### src/rtl/key_event_decoder.sv
`default_nettype none
// ============================================================================
//  Module   : key_event_decoder
//  Brief    : Turns debounced key press/release events into click,
//             double-click and long-press pulses, plus a busy flag.
//  Revision : 1.0  - initial release
// ============================================================================
module key_event_decoder #(
    parameter int CNT_WIDTH   = 25,
    parameter int LONG_CYCLES = 25_000_000,
    parameter int GAP_CYCLES  = 12_500_000
) (
    input  logic clk,
    input  logic reset,
    input  logic key_down,
    input  logic key_up,
    output logic click_o,
    output logic double_click_o,
    output logic long_press_o,
    output logic busy_o
);

    // Timer range, computed in 64 bits so the bound check itself cannot overflow.
    localparam longint c_TIMER_RANGE = longint'(1) << CNT_WIDTH;

    // Reject parameter sets the timer cannot represent, at elaboration.
    generate
        if ((CNT_WIDTH < 1) || (CNT_WIDTH > 62) ||
            (LONG_CYCLES < 2) || (GAP_CYCLES < 2) ||
            (longint'(LONG_CYCLES) >= c_TIMER_RANGE) ||
            (longint'(GAP_CYCLES) >= c_TIMER_RANGE)) begin : g_param_err
            $error("key_event_decoder: illegal CNT_WIDTH/LONG_CYCLES/GAP_CYCLES");
        end
    endgenerate

    // Last timer value before each timeout fires; the pulse appears one edge later.
    localparam logic [CNT_WIDTH-1:0] c_LONG_LAST = CNT_WIDTH'(LONG_CYCLES - 1);
    localparam logic [CNT_WIDTH-1:0] c_GAP_LAST  = CNT_WIDTH'(GAP_CYCLES - 1);
    localparam logic [CNT_WIDTH-1:0] c_TIMER_MAX = '1;

    typedef enum logic [1:0] {
        IDLE  = 2'd0,
        PRESS = 2'd1,
        GAP   = 2'd2,
        HOLD  = 2'd3
    } state_t;

    state_t                 state_q;
    logic [CNT_WIDTH-1:0]   timer_q;
    logic [CNT_WIDTH-1:0]   timer_inc_d;
    logic                   click_q;
    logic                   double_click_q;
    logic                   long_press_q;
    logic                   busy_q;
    logic                   w_down;
    logic                   w_up;

    // Simultaneous press and release is contradictory, so both are discarded.
    assign w_down = key_down & ~key_up;
    assign w_up   = key_up & ~key_down;

    // Saturating increment so the timer can never wrap back into a match.
    assign timer_inc_d = (timer_q == c_TIMER_MAX) ? timer_q : timer_q + 1'b1;

    // Gesture FSM: state, interval timer and all registered outputs.
    always_ff @(posedge clk or posedge reset) begin
        if (reset) begin
            state_q        <= IDLE;
            timer_q        <= '0;
            click_q        <= 1'b0;
            double_click_q <= 1'b0;
            long_press_q   <= 1'b0;
            busy_q         <= 1'b0;
        end else begin
            click_q        <= 1'b0;
            double_click_q <= 1'b0;
            long_press_q   <= 1'b0;
            case (state_q)
                IDLE: begin
                    timer_q <= '0;
                    if (w_down) begin
                        state_q <= PRESS;
                        busy_q  <= 1'b1;
                    end else begin
                        busy_q  <= 1'b0;
                    end
                end
                PRESS: begin
                    busy_q <= 1'b1;
                    if (w_up) begin
                        state_q <= GAP;
                        timer_q <= '0;
                    end else if (timer_q == c_LONG_LAST) begin
                        state_q      <= HOLD;
                        timer_q      <= '0;
                        long_press_q <= 1'b1;
                    end else begin
                        timer_q <= timer_inc_d;
                    end
                end
                GAP: begin
                    if (w_down) begin
                        state_q        <= HOLD;
                        timer_q        <= '0;
                        double_click_q <= 1'b1;
                        busy_q         <= 1'b1;
                    end else if (timer_q == c_GAP_LAST) begin
                        state_q <= IDLE;
                        timer_q <= '0;
                        click_q <= 1'b1;
                        busy_q  <= 1'b0;
                    end else begin
                        timer_q <= timer_inc_d;
                        busy_q  <= 1'b1;
                    end
                end
                HOLD: begin
                    timer_q <= '0;
                    if (w_up) begin
                        state_q <= IDLE;
                        busy_q  <= 1'b0;
                    end else begin
                        busy_q  <= 1'b1;
                    end
                end
                default: begin
                    state_q <= IDLE;
                    timer_q <= '0;
                    busy_q  <= 1'b0;
                end
            endcase
        end
    end

    assign click_o        = click_q;
    assign double_click_o = double_click_q;
    assign long_press_o   = long_press_q;
    assign busy_o         = busy_q;

endmodule
`default_nettype wire

### config.mk
export PLATFORM = sky130hd
export DESIGN_NAME = key_event_decoder
export DESIGN_NICKNAME = d
export VERILOG_FILES = /design/src/rtl/key_event_decoder.sv
export SDC_FILE = /design/constraint.sdc
export NUM_CORES = 1
export LEC_CHECK = 0
export ABC_CLOCK_PERIOD_IN_PS = 7200
export CORE_MARGIN = 5
export CORE_UTILIZATION = 55
export DETAILED_ROUTE_END_ITERATION = 8
export DONT_BUFFER_PORTS = 1
export GPL_TIMING_DRIVEN = 0
export PLACE_DENSITY_LB_ADDON = 0.2
export SLEW_MARGIN = 20
export SYNTH_ARGS = -nofsm -noshare
export SYNTH_HDL_FRONTEND = slang
export SYNTH_SLANG_ARGS = --single-unit
### constraint.sdc
create_clock -name clk -period 7.2 [get_ports clk]
set_input_delay 1.44 -clock clk [delete_from_list [all_inputs] [get_ports clk]]
set_output_delay 1.44 -clock clk [all_outputs]
set_load 0.02 [all_outputs]
* Word-level counts from Yosys, hierarchy flattened
Index checks and enable logic that the tools add are counted.
Word-level totals: register bits after elaboration 31, latch bits 0, RAM bits 0, memory bits (read-only) 0, input bits 4, output and inout bits 4, memories 0
Operators by class: add/subtract/negate cells 1, $mul 0, divide/modulo/power cells 0, order comparisons 0, equality and inequality tests 10, shift operators 0, multiplexer cells 25, bitwise logic cells 4, reduce and logical (&&, ||, !) cells 3
Operator list (number):
- $mux 25 | 5
- $pmux 25 s3 | 1
- $eq 25x25->1 const B | 2
- $add 25x1->25 const B | 1
- $eq 25x24->1 const B | 1
- $mux 2 | 6
- $mux 1 | 11
- $pmux 2 s4 | 1
- $ne 3x3->1 const B | 2
- $eq 2x2->1 const B | 2
- $ne 2x2->1 const B | 2
- $pmux 1 s4 | 1
- $reduce_and 4->1 | 1
- $and 1x1->1 | 2
- $eq 2x1->1 const B | 1
- $logic_not 2->1 | 1
- $not 1->1 | 2
- $reduce_or 2->1 | 1

* Longest topological paths before layout
Gate-level depths: netlist (run 1).
depth in word-level cells 5, mapped depth 7, mapped depth without buffers 6

* Worst setup path after synthesis (run 1)
OpenSTA, ideal clock, no wires.
path kind register to register, start register timer_q[6], end register timer_q[17], setup time 0.130 ns, arrival 2.184 ns, required time 7.070 ns, setup slack 4.886 ns, stages on the path, launching flop included 7, buffers on the path 1, clock period less this slack 2.314 ns, path through dfrtp_1 -> or4_4 -> or4_1 -> o31a_1 -> a32oi_4 -> buf_6 -> a21oi_1
Between the ends: word-level cells in the longest chain between the ends 5
Ends and longest elaborated chain:
- start: declaration | line 49 | logic [CNT_WIDTH-1:0] timer_q;
- start signal: assignment | line 98 | timer_q <= timer_inc_d;
- start signal: assignment | line 113 | timer_q <= timer_inc_d;
- $add 25x1->25 / $eq 25x25->1 (equally long branches) | line 63 | assign timer_inc_d = (timer_q == c_TIMER_MAX) ? timer_q : timer_q + 1'b1;
- $mux 25 | line 63
- $mux 25 (on tied branches) | line 107, 93
- $mux 25 (on tied branches) | line 102, 90
- $pmux 25 s3 (*) | line 78 | case (state_q)
Mark *: on every way between the ends. The rest lies on a longest branch, timed or not. A chain may end at the register's enable or synchronous reset.

* Worst setup path after layout (run 1)
start register timer_q[6], end register timer_q[4]
Between the ends: word-level cells in the longest chain between the ends 5
Ends and longest elaborated chain (line):
- $eq 25x25->1 | 63
- $mux 25 | 63
- $mux 25 (on tied branches) | 107, 93
- $mux 25 (on tied branches) | 102, 90
- $pmux 25 s3 (*) | 78
Marked as above.

==> results of run 1 <==
==> flip-flops by register name, summed over array words and instances (netlist names) <==
| signal | flops |
|---|---|
| busy_o | 1 |
| click_o | 1 |
| double_click_o | 1 |
| timer_q | 25 |
| long_press_o | 1 |
| state_q | 2 |
==> per-layer routing <==
layer / global-route usage, % / part of all wire, % / vias to the layer above
li1: - / - / 739
met1: 23.78 / 45 / 735
met2: 33.29 / 50 / 34
met3: 5.734 / 4.6 / 5
met4: 6.091 / 1.0 / 0
met5: 0 / 0 / -
==> power breakdown <==
part / internal, mW / switching, mW / leakage [nW]
clock: 0.0346 / 0.0543 / 0.0242
sequential: 0.181 / 0.00912 / 0.424
combinational: 0.0170 / 0.0286 / 0.213
total: 0.232 / 0.0920 / 0.661
==> worst max-delay path, stage by stage, from the launching register on <==
cell and delay [ns]:
dfrtp_1 0.43, or4_4 0.58, or4_1 0.51, o31a_1 0.30, a32oi_4 0.32, buf_6 0.21, nor2_1 0.06
==> stage by stage <==
stage	total power, mW	utilization [%]	area [um^2]	worst slack (ns)
6_report	0.3243	61.11	1866	4.669
5_1_grt	0.3419	61.11	1866	4.592
4_1_cts	0.3286	60.90	1859	4.564
3_5_place_dp	0.2393	59.55	1818	4.602
3_3_place_gp	0.2368	59.55	1818	4.684
2_1_floorplan	0.2270	-	1763	4.886
==> cell families after synthesis <==
| group | after synthesis |
|---|---|
| xor gates and xnor gates | 15 |
| DFF | 31 |
| and+or+nand+nor | 102 |
| buffers and inverters | 13 |
| adders and majority gates | 1 |
| muxes | 1 |
| AOI/OAI and AO/OA | 35 |
==> cells in the mapped netlist (2+ instances only) <==
cell,instances,area [um^2]
buf_6,2,22.52
nand2_1,17,63.81
o31ai_1,5,37.54
inv_1,7,26.28
nand3_1,11,55.05
a211oi_1,6,45.04
clkbuf_1,4,15.01
a21oi_1,14,70.07
nor2_1,29,108.9
or4_1,8,60.06
and4_1,2,17.52
nor4_1,7,43.79
or3_1,2,12.51
nand4_1,10,62.56
dfrtp_1,31,775.7
xor2_1,3,26.28
xnor2_1,12,105.1
nor3_1,4,20.02
o21ai_0,4,20.02
and3_1,4,25.02
==> final cells by class <==
cell class              count  share of cell area [%]
clock buffers               6                   2.213
multi-input cells         154                   49.83
flip-flops and latches     31                   41.58
well taps                  44                   2.951
plain buffers               6                   2.012
inverters                   7                   1.408
==> worst max path at each step <==
stage | from | endpoint | slack, ns
after floorplan | timer_q[6] | timer_q[17] | 4.89
final | timer_q[6] | timer_q[4] | 4.67
after global routing | timer_q[6] | timer_q[17] | 4.59
after CTS | timer_q[0] | timer_q[21] | 4.56
after global placement | timer_q[0] | timer_q[21] | 4.68
after detailed placement | timer_q[0] | timer_q[21] | 4.60
==> results.txt, run 1 <==
Pleak: 0.6606 nW
syn avg cell area: 8.904 um^2
routability cong.: 0.9213
filler instances: 268
I/O pin count: 8
# resized after CTS: 0
CP Class: reg2reg
post-synthesis sequential area ratio: 44.00%
layout cells sized above 1: 6.373%
Initial Util: 57.75%
# diodes: 0
Worst-Margin Slew: 0.7972 ns
Hold Path Depth: 1
setup TNS: 0 ns
commonest non-fill, non-tap cell in the layout: dfrtp_1
Ys Warns: 0
leading cell types in the layout, fill and taps excluded: 31 x dfrtp_1, 29 x nor2_1, 17 x nand2_1
first-pass GRT wire length: 6630 um
hold slack final: 0.5482 ns
initial antenna violation count: 0
Worst-path clk slew: 0.09 ns
grt total ovfl: 0
first-pass detailed-route iteration total: 4
Startpoint Class: flip-flop
worst r2r dst: timer_q[4]
die area: 4438 um^2
R2R Setup Slk: 4.67 ns
global-route usage over all layers: 19.62%
Detail Route Antenna Nets: 0
Cell Count, Final, Fillers Out: 248
Final period util: 35.15%
Hold Path Origin: timer_q[12]
Rows: 20
reg2reg start: timer_q[6]
vias in the first global route: 1466
H-tree Lvls: 2
core area: 3053 um^2
Final Max Tran Viols: 0
number of max-cap violations: 0
Die Height: 66.62 um
Final Hold Violating Endpoints: 0
DIE WIDTH: 66.62 um
clock buffer depth: 2
Clk Latency, worst-skew pair: 0.33 ns
Cells after DPL: 242
post-synthesis adder-cell area fraction: 0.7097%
post-DR vias/cell: 6.101
DR vias: 1513
hold crit path type: reg2reg
compound-cell area share of the yosys netlist: 13.48%
flops & latches, synth: 31
Max VDD drop: 96.39 uV
port buffer count: 0
P&R area growth vs syn: 5.820%
Post-CTS Hold Buffers: 0
Net Count, Synth: 203
status: complete, no violations
multi-input combinational cell area: 929.6 um^2
DRC: 0
Setup Skew: 0.007434 ns
wire per inst: 15.24 um
Gate Count Post-Synth: 198
EDFF count, synth: 0
post-DP HPWL: 2773 um
largest net degree at the start of global routing: 32
DRT Wirelength: 3780 um
Main synth FF type: dfrtp_1
root buf cell: clkbuf_4
main combinational cell family by area after synthesis: simple AND/OR/NAND/NOR gates
Max Fclk: 395.1 MHz
DR iter-0 viols: 137
Reg area: 775.7 um^2
CTS Buf Count: 5
Yosys cell types: 36
postcts setup bufs: 0
crit-path max FO: 10
crit end category: flip-flop
post-synthesis cell area: 1763 um^2
CTS tree: done
Power Density: 173.8 nW/um^2
fin crit period: 2.531 ns
final setup vio count: 0
XOR/XNOR share of the synthesized area: 7.452%
Async SR Flop Fraction: 100.0%
relative slew slack: 46.74%
Synth Area in Simple Gates: 30.16%
r2r worst-path depth: 6
Hold Path End: timer_q[12]
data required time at the worst endpoint: 7.42 ns
post-synthesis mux area share: 0.5678%
nets: 210
CTS Sinks: 31
RSZ-0062 raised after global routing: no
Arr. time, crit path: 2.75 ns
No activity file was read; power rests on OpenSTA's default activity.
==> run 2: changes to the inputs <==
Settings changed: ABC_CLOCK_PERIOD_IN_PS 7200 to 2590.
Clock period 7.2 ns to 2.59 ns, I/O delays scaled along.
==> results.txt, run 2 (synthesis results as in run 1) <==
root buf cell: clkbuf_4
P&R area growth vs syn: 6.671%
DR iter-0 viols: 151 (+10%)
layout cells sized above 1: 7.282% (+0.91 points)
Final Hold Violating Endpoints: 0 (unchanged)
DR vias: 1542 (+1.9%)
R2R Setup Slk: 0.07 ns (-4.60 ns)
port buffer count: 0 (unchanged)
vias in the first global route: 1466 (unchanged)
DRT Wirelength: 3797 um (+0.45%)
initial antenna violation count: 0 (unchanged)
CTS tree: done
RSZ-0062 raised after global routing: yes
core area: 3053 um^2 (unchanged)
Startpoint Class: flip-flop
Most flops, register: timer_q
Final Power: 909.0 uW (+180%)
routability cong.: 0.9213 (unchanged)
Final Max Tran Viols: 0 (unchanged)
die area: 4438 um^2 (unchanged)
Power Density: 483.3 nW/um^2 (+180%)
worst r2r dst: timer_q[17]
Final period util: 97.36% (+62 points)
clock buffer depth: 2 (unchanged)
Largest register FFs: 25 (unchanged)
r2r worst-path depth: 6 (unchanged)
CTS Sinks: 31 (unchanged)
commonest non-fill, non-tap cell in the layout: dfrtp_1
design area: 1881 um^2 (+0.80%)
largest net degree at the start of global routing: 32 (unchanged)
Die Height: 66.62 um (unchanged)
Max VDD drop: 268.6 uV (+180%)
status: complete, no violations
Pleak: 0.6698 nW (+1.4%)
Setup Skew: 0.004437 ns (-0.002997 ns)
DRC: 0 (unchanged)
leading cell types in the layout, fill and taps excluded: 31 x dfrtp_1, 29 x nor2_1, 17 x nand2_1
Worst-path clk slew: 0.09 ns (about the same)
grt total ovfl: 0 (unchanged)
Worst-Margin Slew: 0.8063 ns (+0.009078 ns)
data required time at the worst endpoint: 2.80 ns (-4.62 ns)
first-pass GRT wire length: 6630 um (unchanged)
placed cell area: 1818 um^2 (unchanged)
I/O pin count: 8 (unchanged)
Max Fclk: 396.6 MHz (+0.38%)
# diodes: 0 (unchanged)
global-route usage over all layers: 19.62% (unchanged)
number of max-cap violations: 0 (unchanged)
top flop regs: timer_q: 25 flops, state_q: 2 flops
crit-path max FO: 10 (unchanged)
H-tree Lvls: 2 (unchanged)
post-DP HPWL: 2773 um (unchanged)
hold slack final: 0.1468 ns (-0.4014 ns)
nets: 212 (+0.95%)
wire per inst: 15.19 um (-0.35%)
Detail Route Antenna Nets: 0 (unchanged)
reg2reg start: timer_q[6]
CTS Buf Count: 5 (unchanged)
hold crit path type: in2async
relative slew slack: 46.13% (-0.61 points)
Worst Setup Slack, final: 0.06846 ns (-4.601 ns)
DIE WIDTH: 66.62 um (unchanged)
fin crit period: 2.522 ns (-0.009475 ns)
post-DR vias/cell: 6.168 (+1.1%)
first-pass detailed-route iteration total: 4 (unchanged)
crit end category: flip-flop
setup TNS: 0 ns (unchanged)
Post-CTS Hold Buffers: 0 (unchanged)
final setup vio count: 0 (unchanged)
Initial Util: 57.75% (unchanged)
filler instances: 267 (-0.37%)
CP Class: reg2reg
Rows: 20 (unchanged)
Clk Latency, worst-skew pair: 0.33 ns (about the same)
Arr. time, crit path: 2.73 ns (-0.02 ns)
Place WS: -0.007851 ns (-4.610 ns)
-- run 2: cell count changes in the layout (fill, tap and decap cells not counted) --
cell / before / now
buf_4: 0 / 2
-- run 2: layout make-up --
| type | instances | area [um^2] | area share [%] |
|---|---|---|---|
| buffer | 6 | 37.54 | 1.996 |
| clock buffer | 6 | 41.29 | 2.196 |
| inverter | 7 | 26.28 | 1.397 |
| multi-input combinational | 154 | 929.6 | 49.43 |
| sequential | 31 | 775.7 | 41.25 |
| tap | 44 | 55.05 | 2.927 |
| timing repair buffer | 2 | 15.01 | 0.7984 |
-- run 2: layer usage --
metal  routed length, um  up-vias  global-route usage, %
met2                1889       44                  33.29
met3                 205        8                  5.734
met1                1640      747                  23.78
met4                  61        0                  6.091
met5                   0        -                      0
li1                    -      743                      -
-- run 2: worst max-delay path, stage by stage, from the launching register on --
cell and delay, ns:
dfrtp_1 0.43, or4_4 0.58, or4_1 0.51, o31a_1 0.30, a32oi_4 0.32, buf_6 0.20
a21oi_1 0.05
-- run 2: power by group --
group | total, mW | switching [mW] | internal, mW | leakage, nW
clock network | 0.245 | 0.149 | 0.0962 | 0.0242
registers | 0.528 | 0.0255 | 0.502 | 0.424
logic | 0.136 | 0.0802 | 0.0561 | 0.222
total | 0.909 | 0.255 | 0.654 | 0.670
-- run 2: repair_timing --
action,4_1_cts,5_1_grt
setup endpoints to repair,5,9
pin swaps,0,1
gates resized for setup,1,0
endpoints found under the hold margin,0,0
buffers inserted,0,2
-- run 2: through the flow --
stage / std cells / utilization (%)
3_3_place_gp: 242 / 59.55
4_1_cts: 248 / 61.11
2_1_floorplan: 198 / -
3_5_place_dp: 242 / 59.55
5_1_grt: 250 / 61.60
6_report: 250 / 61.60
-- run 2: worst max-delay path by stage --
stage               startpoint     endpoint  slack, ns  cells after the start
floorplan           timer_q[6]   timer_q[7]       0.28                      6
global placement    timer_q[0]  timer_q[21]       0.07                      6
detailed placement  timer_q[0]  timer_q[21]     -0.008                      6
CTS                 timer_q[6]  timer_q[17]       0.06                      6
global route        timer_q[6]  timer_q[17]      -0.01                      6
finish              timer_q[6]  timer_q[17]       0.07                      6
